**src/rtl/line_buffer_ctrl_pkg.sv**
```systemverilog
`default_nettype none
// +--------------------------------------------------------------------+
// | lbc_pkg : states, widths and helpers for line_buffer_ctrl  Rev 1.0 |
// +--------------------------------------------------------------------+
package lbc_pkg;

  localparam int NUM_BUF = 4;
  localparam int PTR_W   = 2;
  localparam int STALL_W = 16;

  typedef enum logic [2:0] {
    ST_IDLE  = 3'd0,
    ST_FILL  = 3'd1,
    ST_RUN   = 3'd2,
    ST_DRAIN = 3'd3,
    ST_DONE  = 3'd4
  } state_t;

  function automatic logic [NUM_BUF-1:0] buf_onehot(input logic [PTR_W-1:0] ptr);
    return {{(NUM_BUF-1){1'b0}}, 1'b1} << ptr;
  endfunction

endpackage
`default_nettype wire

```
**src/rtl/line_buffer_ctrl_if.sv**
```systemverilog
`default_nettype none
// +--------------------------------------------------------------------+
// | line_buffer_ctrl_if : pixel handshake and buffer controls  Rev 1.0 |
// +--------------------------------------------------------------------+
interface line_buffer_ctrl_if;
  import lbc_pkg::*;

  logic               pix_valid_i;
  logic               pix_ready_o;
  logic [NUM_BUF-1:0] buf_we_o;
  logic [NUM_BUF-1:0] buf_rd_o;
  logic [PTR_W-1:0]   win_sel_o;
  logic               win_valid_o;
  logic               frame_done_o;
`ifdef LBC_STALL_CNT_EN
  logic [STALL_W-1:0] stall_cnt_o;
`endif

  modport master (
    input  pix_valid_i,
`ifdef LBC_STALL_CNT_EN
    output stall_cnt_o,
`endif
    output pix_ready_o,
    output buf_we_o,
    output buf_rd_o,
    output win_sel_o,
    output win_valid_o,
    output frame_done_o
  );

  modport slave (
    output pix_valid_i,
`ifdef LBC_STALL_CNT_EN
    input  stall_cnt_o,
`endif
    input  pix_ready_o,
    input  buf_we_o,
    input  buf_rd_o,
    input  win_sel_o,
    input  win_valid_o,
    input  frame_done_o
  );

endinterface
`default_nettype wire

```
**src/rtl/line_buffer_ctrl_line_pos_counter.sv**
```systemverilog
`default_nettype none
// +--------------------------------------------------------------------+
// | line_pos_counter : column/row position with wrap flags     Rev 1.0 |
// +--------------------------------------------------------------------+
module line_pos_counter #(
  parameter  int LINE_W = 512,
  parameter  int IMG_H  = 512,
  localparam int ROW_W  = $clog2(IMG_H)
) (
  input  logic             clk,
  input  logic             rst,
  input  logic             clear,
  input  logic             advance,
  output logic [ROW_W-1:0] row,
  output logic             col_last,
  output logic             row_last
);

  localparam int COL_W = $clog2(LINE_W);

  logic [COL_W-1:0] col;

  assign col_last = (col == COL_W'(LINE_W - 1));
  assign row_last = (row == ROW_W'(IMG_H - 1));

  always_ff @(posedge clk) begin
    if (rst || clear) begin
      col <= '0;
      row <= '0;
    end else if (advance) begin
      if (col_last) begin
        col <= '0;
        row <= row_last ? '0 : row + 1'b1;
      end else begin
        col <= col + 1'b1;
      end
    end
  end

endmodule
`default_nettype wire

```
**src/rtl/line_buffer_ctrl.sv**
```systemverilog
`default_nettype none
// +--------------------------------------------------------------------+
// | line_buffer_ctrl : Sobel line-buffer sequencer; optional macro     |
// | LBC_STALL_CNT_EN adds the stall_cnt_o counter.             Rev 1.0 |
// +--------------------------------------------------------------------+
module line_buffer_ctrl #(
  parameter int LINE_W = 512,
  parameter int IMG_H  = 512
) (
  input  logic               clk,
  input  logic               rst,
  line_buffer_ctrl_if.master bus
);
  import lbc_pkg::*;

  localparam int ROW_W = $clog2(IMG_H);

  if (LINE_W < 2 || IMG_H < 4) begin : g_param_check
    $error("line_buffer_ctrl: LINE_W must be >= 2 and IMG_H >= 4");
  end

  state_t             state;
  state_t             state_nxt;
  logic [PTR_W-1:0]   wr_ptr;
  logic [NUM_BUF-1:0] buf_we;
  logic [NUM_BUF-1:0] buf_rd;
  logic               rd_issue;
  logic               pos_adv;
  logic               pos_clear;
  logic               pix_ready;
  logic               hs;
  logic               win_valid;
  logic [PTR_W-1:0]   win_sel;
  logic [ROW_W-1:0]   row;
  logic               col_last;
  logic               row_last;

  line_pos_counter #(
    .LINE_W (LINE_W),
    .IMG_H  (IMG_H)
  ) u_pos (
    .clk      (clk),
    .rst      (rst),
    .clear    (pos_clear),
    .advance  (pos_adv),
    .row      (row),
    .col_last (col_last),
    .row_last (row_last)
  );

  assign pix_ready = (state == ST_IDLE) || (state == ST_FILL) || (state == ST_RUN);
  assign hs        = bus.pix_valid_i && pix_ready;

  always_ff @(posedge clk) begin
    if (rst) state <= ST_IDLE;
    else     state <= state_nxt;
  end

  always_comb begin
    state_nxt = state;
    buf_we    = '0;
    buf_rd    = '0;
    rd_issue  = 1'b0;
    pos_adv   = 1'b0;
    pos_clear = 1'b0;
    unique case (state)
      ST_IDLE: begin
        if (hs) begin
          buf_we    = buf_onehot(wr_ptr);
          pos_adv   = 1'b1;
          state_nxt = ST_FILL;
        end
      end
      ST_FILL: begin
        if (hs) begin
          buf_we  = buf_onehot(wr_ptr);
          pos_adv = 1'b1;
          // Three full lines are buffered once line 2 completes.
          if (col_last && row == ROW_W'(2)) state_nxt = ST_RUN;
        end
      end
      ST_RUN: begin
        if (hs) begin
          buf_we   = buf_onehot(wr_ptr);
          buf_rd   = ~buf_onehot(wr_ptr);
          rd_issue = 1'b1;
          pos_adv  = 1'b1;
          if (col_last && row_last) state_nxt = ST_DRAIN;
        end
      end
      ST_DRAIN: begin
        // The column counter doubles as the drain read counter.
        buf_rd   = ~buf_onehot(wr_ptr);
        rd_issue = 1'b1;
        pos_adv  = 1'b1;
        if (col_last) state_nxt = ST_DONE;
      end
      ST_DONE: begin
        pos_clear = 1'b1;
        state_nxt = ST_IDLE;
      end
      default: state_nxt = ST_IDLE;
    endcase
  end

  always_ff @(posedge clk) begin
    if (rst) begin
      wr_ptr    <= '0;
      win_valid <= 1'b0;
      win_sel   <= '0;
    end else begin
      if (state == ST_DONE)    wr_ptr <= '0;
      else if (hs && col_last) wr_ptr <= wr_ptr + 1'b1;
      win_valid <= rd_issue;
      if (rd_issue) win_sel <= wr_ptr + 1'b1;
    end
  end

`ifdef LBC_STALL_CNT_EN
  logic [STALL_W-1:0] stall_cnt;

  always_ff @(posedge clk) begin
    if (rst) begin
      stall_cnt <= '0;
    end else if (state == ST_IDLE && hs) begin
      stall_cnt <= '0;
    end else if ((state == ST_FILL || state == ST_RUN) && !bus.pix_valid_i &&
                 stall_cnt != '1) begin
      stall_cnt <= stall_cnt + 1'b1;
    end
  end

  assign bus.stall_cnt_o = stall_cnt;
`endif

  assign bus.pix_ready_o  = pix_ready;
  assign bus.buf_we_o     = buf_we;
  assign bus.buf_rd_o     = buf_rd;
  assign bus.win_valid_o  = win_valid;
  assign bus.win_sel_o    = win_sel;
  assign bus.frame_done_o = (state == ST_DONE);

endmodule
`default_nettype wire

```
**src/flat_wrapper.sv**
```systemverilog
// flat-port wrapper written by rule: the top's interface ports become plain ports
module line_buffer_ctrl_flat import lbc_pkg::*;
#(
  parameter int LINE_W = 512,
  parameter int IMG_H  = 512
)
  (clk, rst, bus_pix_valid_i, bus_pix_ready_o, bus_buf_we_o, bus_buf_rd_o, bus_win_sel_o, bus_win_valid_o, bus_frame_done_o);
  line_buffer_ctrl_if bus_i ();
  input  logic clk;
  input  logic rst;
  input wire logic [$bits(bus_i.pix_valid_i)-1:0] bus_pix_valid_i;
  output wire logic [$bits(bus_i.pix_ready_o)-1:0] bus_pix_ready_o;
  output wire logic [$bits(bus_i.buf_we_o)-1:0] bus_buf_we_o;
  output wire logic [$bits(bus_i.buf_rd_o)-1:0] bus_buf_rd_o;
  output wire logic [$bits(bus_i.win_sel_o)-1:0] bus_win_sel_o;
  output wire logic [$bits(bus_i.win_valid_o)-1:0] bus_win_valid_o;
  output wire logic [$bits(bus_i.frame_done_o)-1:0] bus_frame_done_o;
  assign bus_i.pix_valid_i = bus_pix_valid_i;
  assign bus_pix_ready_o = bus_i.pix_ready_o;
  assign bus_buf_we_o = bus_i.buf_we_o;
  assign bus_buf_rd_o = bus_i.buf_rd_o;
  assign bus_win_sel_o = bus_i.win_sel_o;
  assign bus_win_valid_o = bus_i.win_valid_o;
  assign bus_frame_done_o = bus_i.frame_done_o;
  line_buffer_ctrl #(.LINE_W(LINE_W), .IMG_H(IMG_H)) u_core (.clk(clk), .rst(rst), .bus(bus_i));
endmodule
```
**config.mk**
```make
export PLATFORM = sky130hd
export DESIGN_NAME = line_buffer_ctrl_flat
export DESIGN_NICKNAME = d
export VERILOG_FILES = /design/src/rtl/line_buffer_ctrl_pkg.sv /design/src/rtl/line_buffer_ctrl_if.sv /design/src/rtl/line_buffer_ctrl_line_pos_counter.sv /design/src/rtl/line_buffer_ctrl.sv /design/src/flat_wrapper.sv
export SDC_FILE = /design/constraint.sdc
export NUM_CORES = 1
export LEC_CHECK = 0
export BUFFER_PORTS_ARGS = -buffer_cell sky130_fd_sc_hd__buf_2
export CAP_MARGIN = 0
export CORE_UTILIZATION = 55
export CTS_BUF_LIST = sky130_fd_sc_hd__clkbuf_8
export DETAILED_ROUTE_END_ITERATION = 10
export PLACE_DENSITY = 0.73
export SLEW_MARGIN = 5
export SYNTH_ARGS = -nofsm -noshare
export SYNTH_HDL_FRONTEND = slang
export SYNTH_SLANG_ARGS = --single-unit
```
**constraint.sdc**
```tcl
create_clock -name clk -period 2.7 [get_ports clk]
set_clock_uncertainty 0.1 [all_clocks]
set_input_delay 0.675 -clock clk [delete_from_list [all_inputs] [get_ports clk]]
set_output_delay 0.675 -clock clk [all_outputs]
set_load 0.05 [all_outputs]
```
==> qor.txt, run 1 <==
CTS tree: done
crit-path max cell delay: 0.52 ns
clock sinks: 26
setup TNS: 0 ns
final worst slack: 0.429 ns
Post-synth EDFFs: 0
status: completed
synthesized instance count: 165
Peak VDD IR: 319 uV
Synth Area in Simple Gates: 0.294
Die ar.: 0.00277 mm^2
Worst setup EP type: register
Worst Path Required: 2.80 ns
Post-DRT Antenna Nets: 0
FFs w/ async S/R, synth: 0
largest net degree at the start of global routing: 19
CP max FO: 18
Final #Nets: 188
Hold Crit Class: reg -> reg
Post-synth top flop: dfxtp_1
Max-Cap Viols: 0
multi-input logic area: 823 um^2
Detailed Route WL: 2560 um
register share of total power: 0.530
Post-CTS Setup Inserts: 0
share of total power in the clock network: 0.430
most common cell after layout, fill and taps aside: dfxtp_1
WP data arrival: 2.37 ns
Skew-Pair Late Insertion Delay: 0.27 ns
WL/cell: 12.6 um
die height: 52.7 um
layout cell share with drive strength beyond 1: 0.166
Total GRT Usage: 0.217
cells along the critical path: ha_1 -> nand3_1 -> nor2_1 -> ha_1 -> and2b_1 -> nand2_4 -> or4b_1 -> a21oi_1
multiplexer share of the synthesized area: 0.0213
hold buffer count at CTS: 0
Num CTS Buffers: 3
global route overflow: 0
die width: 52.7 um
H-tree Lvls: 1
total core area: 0.00232 mm^2
pre-CTS WS: 0.482 ns
sw frac: 0.195
Clock transition at path regs: 0.09 ns
Final Hold Vio Count: 0
I/O Buffers: 15
Hold WS: 0.383 ns
largest family of logic cells by synthesized area: simple AND/OR/NAND/NOR gates
#FFs+latches synth: 26
# diodes: 0
post-synthesis cell type count: 43
final setup fails: 0
DRC violations left: 0
unrepaired setup endpoints after global routing: no
initial antenna violation count: 0
CTS Buffer Depth: 2
initial drt markers: 15
most used cell, CP: ha_1
Layout fillers: 190
dpl hpwl: 1800 um
FF+latch area: 520 um^2
vias in the first global route: 1038
Ports: 16
fmax: 0.440 GHz
PD cells: 481 mW/mm^2
first-pass GRT wire length: 4380 um
DR vias: 1135
P_int: 596 uW
Max-slew headroom: 0.600
net count after synthesis: 177
Synth Cell Area: 0.00141 mm^2
min cycle time layout: 2.27 ns
root cell of the clock tree: clkbuf_8
DRT Pass-1 Iters: 4
post-synthesis sequential area ratio: 0.369
Pleak: 0.619 nW
via/cell ratio: 5.59
yosys warns: 0
critical path class: reg -> reg
Startpoint Class: register
Area Growth Syn to Fin: 9.13%
P_sw: 145 uW
xor-xnor portion of the synthesized cell area: 0.0496
CP max-delay cell: or4b_1
Starting Density: 0.609
Worst Tran Pin Value: 0.600 ns
Final GP Congestion: 0.745
Logic pwr share: 0.040
most frequent cells in the layout: 26 x dfxtp_1, 24 x nor2_1, 15 x buf_2
synthesized-area fraction occupied by adder cells: 0.0798
Rows: 17
Slew Limit Fails: 0
post-synthesis compound-gate area fraction: 0.136
period utilization: 0.841
Post-Syn Area per Cell: 8.55 um^2
Resized cells post-CTS: 0
-- metrics by stage --
stage	cell area, um^2	std cells	power [mW]	utilization
after floorplan	1420	165	0.425	-
after global routing	1540	203	0.763	0.664
after CTS	1540	203	0.748	0.664
after global placement	1470	199	0.429	0.634
after detailed placement	1470	199	0.431	0.634
final	1540	203	0.740	0.664
-- per-layer routing --
| metal | routed length [um] | GRT usage | up-vias |
|---|---|---|---|
| met5 | 0 | 0 | - |
| met2 | 1130 | 0.350 | 23 |
| met3 | 76 | 0.0348 | 5 |
| li1 | - | - | 603 |
| met4 | 51 | 0.110 | 0 |
| met1 | 1300 | 0.275 | 504 |
-- cell families (layout without fill, tap and decap cells) --
kind of cell    count (synthesis)  after routing
xor+xnor                        8              8
mux                             3              3
fa+ha+maj                       9              9
simple gates                   75             75
buf+inv                        13             23
compound gates                 31             31
flops                          26             26
-- final timing paths --
kind         depth (start not counted)                          endpoint                             start  slack [ns]
min reg2reg                          2  u_core.u_pos.row[8]$_SDFFE_PP0P_  u_core.u_pos.row[8]$_SDFFE_PP0P_        0.38
min                                  2  u_core.u_pos.row[8]$_SDFFE_PP0P_  u_core.u_pos.row[8]$_SDFFE_PP0P_        0.38
max                                  8  u_core.u_pos.row[4]$_SDFFE_PP0P_  u_core.u_pos.col[0]$_SDFFE_PP0P_        0.43
max reg2reg                          8  u_core.u_pos.row[4]$_SDFFE_PP0P_  u_core.u_pos.col[0]$_SDFFE_PP0P_        0.43
-- Yosys cell counts (2+ instances only) --
master,count,share of area
a21oi_1,13,0.046
a31oi_1,2,0.0089
and3_1,5,0.022
buf_2,3,0.011
buf_4,3,0.016
clkbuf_1,2,0.0053
dfxtp_1,26,0.37
ha_1,9,0.080
inv_1,4,0.011
mux2i_1,3,0.021
nand2_1,11,0.029
nand3_1,7,0.025
nand4_1,2,0.0089
nor2_1,24,0.064
nor4_1,4,0.018
nor4b_1,2,0.012
o21ai_0,9,0.032
or3_1,2,0.0089
or4_1,3,0.016
or4b_1,2,0.014
xnor2_1,7,0.043
-- power groups by stage --
stage	logic, mW	clock network (mW)	registers [mW]
finish	0.0298	0.318	0.392
global route	0.0323	0.338	0.393
floorplan	0.0262	0	0.398
CTS	0.0300	0.326	0.392
detailed placement	0.0296	0	0.401
global placement	0.0282	0	0.401
-- critical path, delay by kind of cell (launching register included) --
kind                     cells  cell delay [ns]
AO/OA/AOI/OAI                1             0.16
adder cells (fa/ha/maj)      2             0.48
flip-flops                   1             0.38
AND/OR/NAND/NOR              5             1.08
-- registers in the layout, indices dropped and copies added, names as in the netlist --
signal,count
u_core.u_pos.col,9
u_core.state,3
u_core.bus.win_sel_o,2
u_core.u_pos.row,9
u_core.bus.win_valid_o,1
u_core.wr_ptr,2
-- final cells by class --
type | count | share of cell area
multi-input cells | 126 | 0.535
flip-flops and latches | 26 | 0.338
repair buffers | 15 | 0.0487
clock buffers | 3 | 0.0268
well taps | 28 | 0.0227
clock inverters | 1 | 0.0195
inverters | 4 | 0.00975
(Power assumes the default switching activity.)
==> run 2, diff against run 1 <==
Settings changed: CORE_UTILIZATION 55 to 54, PLACE_DENSITY 0.73 to 0.74.
Clock period 2.7 ns to 1.9 ns, I/O delays scaled along.
==> run 2 against run 1 <==
Compared with the run above:
- the run now ends with negative setup slack left
- global-route usage is 1.9 points higher
- first-iteration DRC count grew to 2.6 times the previous value
- combinational power is 100% higher
- non-clock buffer count is 24 higher
- die area is 1.8% higher
- wire length is 40% higher
- cell area is 24% higher
- fmax is 11% higher
- largest power group unchanged
- power is 32% higher
- core utilization is 11 points higher
- critical path depth stayed put
- clock power is 14% higher
==> qor.txt, run 2 (synthesized netlist as in run 1, its figures left out) <==
status: complete, but fails checks (was completed)
failing checks: negative setup slack
unrepaired setup endpoints after global routing: yes (was no)
Peak VDD IR: 504 uV (was 319 uV)
DR WL met3: 143 um (was 76 um)
FF+latch area: 539 um^2 (was 520 um^2)
Die ar.: 0.00282 mm^2 (was 0.00277 mm^2)
Max-slew headroom: 0.755 (was 0.600)
vias in the first global route: 1166 (was 1038)
Clock transition at path regs: 0.09 ns (about the same)
total core area: 0.00248 mm^2 (was 0.00232 mm^2)
Total GRT Usage: 0.236 (was 0.217)
root cell of the clock tree: clkbuf_8 (unchanged)
finished layout cell area: 0.00192 mm^2 (was 0.00154 mm^2)
Area Growth Syn to Fin: 35.8% (was 9.13%)
PD cells: 510 mW/mm^2 (was 481 mW/mm^2)
Starting Density: 0.570 (was 0.609)
Final #Nets: 213 (was 188)
Rows: 18 (was 17)
final core utilization: 0.774 (was 0.664)
global route overflow: 0 (unchanged)
Hold Startpoint: rst (was u_core.u_pos.row[8]$_SDFFE_PP0P_)
biggest regs: u_core.u_pos.col (9), u_core.u_pos.row (9), u_core.state (3) (unchanged)
P_int: 759 uW (was 596 uW)
final setup fails: 7 (was 0)
Post-DRT Antenna Nets: 0 (unchanged)
period utilization: 1.07 (was 0.841)
Final Hold Vio Count: 0 (unchanged)
layout cell share with drive strength beyond 1: 0.445 (was 0.166)
pre-CTS WS: -0.0627 ns (was 0.482 ns)
Hold WS: 0.313 ns (was 0.383 ns)
min cycle time layout: 2.04 ns (was 2.27 ns)
metal2 WL: 1900 um (was 1130 um)
I/O Buffers: 15 (unchanged)
register share of total power: 0.569 (was 0.530)
most used cell, CP: ha_4 (was ha_1)
initial drt markers: 39 (was 15)
DR vias: 1356 (was 1135)
Logic pwr share: 0.061 (was 0.040)
most common cell after layout, fill and taps aside: buf_4 (was dfxtp_1)
CTS Buffer Depth: 2 (unchanged)
Skew-Pair Late Insertion Delay: 0.27 ns (about the same)
Layout fillers: 155 (was 190)
CP startpoint: u_core.u_pos.row[1]$_SDFFE_PP0P_ (was u_core.u_pos.col[0]$_SDFFE_PP0P_)
initial antenna violation count: 0 (unchanged)
P_sw: 219 uW (was 145 uW)
H-tree Lvls: 1 (unchanged)
RR Startpoint: u_core.u_pos.row[1]$_SDFFE_PP0P_ (was u_core.u_pos.col[0]$_SDFFE_PP0P_)
dpl hpwl: 2060 um (was 1800 um)
Highest Signal Layer: met4 (unchanged)
Hold Path Depth: 2 (unchanged)
Hold Crit Class: in -> reg (was reg -> reg)
DRT met1 WL: 1510 um (was 1300 um)
multi-input logic area: 968 um^2 (was 823 um^2)
share of total power in the clock network: 0.370 (was 0.430)
Worst R2R Path Depth: 8 (unchanged)
via/cell ratio: 5.90 (was 5.59)
fmax: 0.490 GHz (was 0.440 GHz)
Ports: 16 (unchanged)
WL/cell: 15.6 um (was 12.6 um)
Worst Path Required: 1.99 ns (was 2.80 ns)
crit-path max cell delay: 0.53 ns (was 0.52 ns)
CP max FO: 6 (was 18)
CTS tree: done (unchanged)
Detailed Route WL: 3580 um (was 2560 um)
CP max-delay cell: or4b_1 (unchanged)
cells along the critical path: ha_4 -> and3_4 -> nand3_4 -> nor2_4 -> ha_4 -> buf_4 -> or4b_1 -> a21oi_1 (was ha_1 -> nand3_1 -> nor2_1 -> ha_1 -> and2b_1 -> nand2_4 -> or4b_1 -> a21oi_1)
Area after DPL: 0.00162 mm^2 (was 0.00147 mm^2)
final std cells w/o fill: 230 (was 203)
Max-Cap Viols: 0 (unchanged)
clock sinks: 26 (unchanged)
Num CTS Buffers: 3 (unchanged)
critical path class: reg -> reg (unchanged)
Pleak: 0.761 nW (was 0.619 nW)
placed insts: 215 (was 199)
Worst Tran Pin Value: 0.362 ns (was 0.600 ns)
Worst setup EP type: register (unchanged)
sw frac: 0.224 (was 0.195)
final worst slack: -0.141 ns (was 0.429 ns)
first-pass GRT wire length: 4810 um (was 4380 um)
DRC violations left: 0 (unchanged)
die height: 53.1 um (was 52.7 um)
Slew Limit Fails: 0 (unchanged)
WP data arrival: 2.14 ns (was 2.37 ns)
most frequent cells in the layout: 24 x buf_4, 21 x nor2_1, 17 x dfxtp_1 (was 26 x dfxtp_1, 24 x nor2_1, 15 x buf_2)
largest net degree at the start of global routing: 16 (was 19)
Startpoint Class: register (unchanged)
DRT Pass-1 Iters: 4 (unchanged)
die width: 53.1 um (was 52.7 um)
# diodes: 0 (unchanged)
Final GP Congestion: 0.831 (was 0.745)
[run 2: changes by cell type in the layout (fill, tap and decap cells not counted), moves of 4 or more]
cell     delta
buf_6       +7
ha_1        -5
buf_4      +24
a21oi_2     +4
dfxtp_1     -9
a21oi_1     -5
buf_2       -8
dfxtp_2     +6
[run 2: worst paths after layout]
check                                 endpoint  slack [ns]
max           u_core.u_pos.row[2]$_SDFFE_PP0P_       -0.14
min          u_core.bus.win_valid_o$_SDFF_PP0_        0.31
min reg2reg   u_core.u_pos.col[8]$_SDFFE_PP0P_        0.39
max reg2reg   u_core.u_pos.row[2]$_SDFFE_PP0P_       -0.14
[run 2: metal layers]
metal | vias up | global-route usage
met5 | - | 0
met4 | 0 | 0.0877
met1 | 660 | 0.278
met3 | 6 | 0.0402
li1 | 652 | -
met2 | 38 | 0.420
[run 2: stage by stage]
step,TNS (ns),power (mW)
4_1_cts,0,0.979
2_1_floorplan,-0.776,0.608
3_5_place_dp,-0.383,0.624
6_report,-0.297,0.978
5_1_grt,-1.04,1.01
3_3_place_gp,0,0.622
[run 2: cell type report]
class | count | share of cell area
Multi-Input combinational cell | 127 | 0.505
Clock buffer | 4 | 0.0287
Tap cell | 30 | 0.0196
Inverter | 4 | 0.00783
Sequential cell | 26 | 0.281
Timing Repair Buffer | 39 | 0.157
[run 2: repair_timing]
action | in CTS | in global routing
endpoints found under the setup margin | 17 | 24
hold buffers | 0 | 0
resized for setup | 13 | 44
pin swaps | 7 | 17
gates cloned | 1 | 0
setup buffers | 3 | 7
[run 2: critical path, delay by kind of cell (launching register included)]
kind	cells	cell delay, ns
simple gates	4	0.85
flops	1	0.35
fa+ha+maj	2	0.34
compound gates	1	0.19
buf+inv	1	0.14
[run 2: power groups by stage]
stage	Clock, mW	Sequential, mW	Combinational [mW]
after floorplan	0	0.569	0.0392
after global placement	0	0.572	0.0501
after detailed placement	0	0.573	0.0511
after CTS	0.365	0.560	0.0548
after global routing	0.383	0.558	0.0667
final	0.361	0.557	0.0597
==> run 3, diff against run 2 <==
Settings changed: CORE_UTILIZATION 54 to 55, PLACE_DENSITY 0.74 to 0.73.
Clock period 1.9 ns to 2 ns, I/O delays scaled along.
==> run 3 against run 2 <==
Compared with the run above:
- first-iteration DRC count decreased by 10%
- critical path depth did not move
- critical endpoint is now u_core.u_pos.row[3]$_SDFFE_PP0P_
- wire length is 11% lower
- count of clock-buffer cells in the layout fell by 1
- highest routed layer unchanged
- power rose by 4.9%
- via count is 6.0% lower
- the run now ends clean
- worst hold slack better by 0.011 ns
==> qor.txt, run 3 (synthesized netlist as in run 1, its figures left out) <==
status: completed (was complete, but fails checks)
Max-slew headroom: 0.765 (was 0.755)
final core utilization: 0.753 (was 0.774)
Final #Nets: 205 (was 213)
Post-DRT Antenna Nets: 0 (unchanged)
critical path class: reg -> reg (unchanged)
Pleak: 0.700 nW (was 0.761 nW)
layout cell share with drive strength beyond 1: 0.328 (was 0.445)
WP data arrival: 2.11 ns (was 2.14 ns)
Final Hold Vio Count: 0 (unchanged)
Startpoint Class: register (unchanged)
fmax: 0.503 GHz (was 0.490 GHz)
DRT Pass-1 Iters: 4 (unchanged)
Worst Path Required: 2.12 ns (was 1.99 ns)
I/O Buffers: 15 (unchanged)
min cycle time layout: 1.99 ns (was 2.04 ns)
# diodes: 0 (unchanged)
Hold WS: 0.324 ns (was 0.313 ns)
biggest regs: u_core.u_pos.col (9), u_core.u_pos.row (9), u_core.state (3) (unchanged)
pre-CTS WS: -0.0591 ns (was -0.0627 ns)
DR vias: 1275 (was 1356)
initial antenna violation count: 0 (unchanged)
PD cells: 588 mW/mm^2 (was 510 mW/mm^2)
Worst R2R Path Depth: 8 (unchanged)
Die ar.: 0.00277 mm^2 (was 0.00282 mm^2)
die height: 52.7 um (was 53.1 um)
Max-Cap Viols: 0 (unchanged)
root cell of the clock tree: clkbuf_8 (unchanged)
first-pass GRT wire length: 4460 um (was 4810 um)
cells along the critical path: ha_4 -> nand3_1 -> nor2_1 -> ha_2 -> and2b_2 -> nand2_4 -> or4_1 -> a21oi_2 (was ha_4 -> and3_4 -> nand3_4 -> nor2_4 -> ha_4 -> buf_4 -> or4b_1 -> a21oi_1)
Ports: 16 (unchanged)
Layout fillers: 158 (was 155)
most frequent cells in the layout: 24 x nor2_1, 19 x dfxtp_1, 16 x buf_4 (was 24 x buf_4, 21 x nor2_1, 17 x dfxtp_1)
Worst Tran Pin Value: 0.349 ns (was 0.362 ns)
Hold Startpoint: rst (unchanged)
Num CTS Buffers: 3 (unchanged)
Total GRT Usage: 0.225 (was 0.236)
most common cell after layout, fill and taps aside: nor2_1 (was buf_4)
unrepaired setup endpoints after global routing: yes (unchanged)
CTS tree: done (unchanged)
final worst slack: 0.0119 ns (was -0.141 ns)
Starting Density: 0.609 (was 0.570)
Hold Crit Class: in -> reg (unchanged)
placed insts: 213 (was 215)
via/cell ratio: 5.80 (was 5.90)
global route overflow: 0 (unchanged)
CP max FO: 8 (was 6)
Detailed Route WL: 3170 um (was 3580 um)
total core area: 0.00232 mm^2 (was 0.00248 mm^2)
Skew-Pair Late Insertion Delay: 0.28 ns (was 0.27 ns)
dpl hpwl: 2010 um (was 2060 um)
CTS Buffer Depth: 2 (unchanged)
Final GP Congestion: 0.818 (was 0.831)
crit-path max cell delay: 0.51 ns (was 0.53 ns)
clock sinks: 26 (unchanged)
CP max-delay cell: or4_1 (was or4b_1)
H-tree Lvls: 1 (unchanged)
DRC violations left: 0 (unchanged)
WL/cell: 14.4 um (was 15.6 um)
CP startpoint: u_core.u_pos.col[0]$_SDFFE_PP0P_ (was u_core.u_pos.row[1]$_SDFFE_PP0P_)
Rows: 17 (was 18)
Slew Limit Fails: 0 (unchanged)
initial drt markers: 35 (was 39)
largest net degree at the start of global routing: 16 (unchanged)
final std cells w/o fill: 220 (was 230)
vias in the first global route: 1059 (was 1166)
Peak VDD IR: 442 uV (was 504 uV)
FF+latch area: 529 um^2 (was 539 um^2)
Hold Path Depth: 2 (unchanged)
Worst setup EP type: register (unchanged)
die width: 52.7 um (was 53.1 um)
Clock transition at path regs: 0.09 ns (about the same)
RR Startpoint: u_core.u_pos.col[0]$_SDFFE_PP0P_ (was u_core.u_pos.row[1]$_SDFFE_PP0P_)
Area Growth Syn to Fin: 23.8% (was 35.8%)
multi-input logic area: 883 um^2 (was 968 um^2)
period utilization: 0.994 (was 1.07)
final setup fails: 0 (was 7)
==> run 3: layer usage <==
| metal | global-route usage | wire [um] | up-vias |
|---|---|---|---|
| li1 | - | - | 638 |
| met1 | 0.264 | 1370 | 594 |
| met2 | 0.380 | 1620 | 36 |
| met3 | 0.0522 | 110 | 7 |
| met4 | 0.105 | 68 | 0 |
| met5 | 0 | 0 | - |
==> run 3: area by class of cell <==
cell class	instances	share of cell area
clock buffer	3	0.0236
clock inverter	1	0.0172
inverter	4	0.00860
multi-input combinational	126	0.506
sequential	26	0.303
tap	28	0.0201
timing repair buffer	32	0.122
==> run 3: path summary, 6_finish.rpt <==
path	slack, ns	to
max	0.01	u_core.u_pos.row[3]$_SDFFE_PP0P_
min	0.32	u_core.bus.win_valid_o$_SDFF_PP0_
min reg2reg	0.39	u_core.u_pos.col[8]$_SDFFE_PP0P_
max reg2reg	0.01	u_core.u_pos.row[3]$_SDFFE_PP0P_
==> run 3: power breakdown <==
part / switching, mW / internal (mW) / leakage [nW]
clock network: 0.173 / 0.268 / 0.0357
logic: 0.0298 / 0.0227 / 0.451
registers: 0.00870 / 0.524 / 0.213
total: 0.212 / 0.815 / 0.700
==> run 3: worst max-delay path, delay by kind of cell (launching register included) <==
family	cells	cell delay [ns]
AO/OA/AOI/OAI	1	0.14
adder cells (fa/ha/maj)	2	0.33
flip-flops	1	0.36
AND/OR/NAND/NOR	5	0.99
==> run 3: metrics by stage <==
| stage | power [mW] | cell area (um^2) | TNS, ns |
|---|---|---|---|
| 2_1_floorplan | 0.574 | 1430 | -0.422 |
| 3_3_place_gp | 0.589 | 1590 | 0 |
| 3_5_place_dp | 0.590 | 1590 | -0.241 |
| 4_1_cts | 1.03 | 1670 | 0 |
| 5_1_grt | 1.06 | 1750 | -0.315 |
| 6_report | 1.03 | 1750 | 0 |
==> run 3: what timing repair did <==
item | 4_1_cts | 5_1_grt
endpoints found under the setup margin | 12 | 13
hold buffers | 0 | 0
setup buffers | 0 | 3
gates resized for setup | 5 | 19
pin swaps | 1 | 6
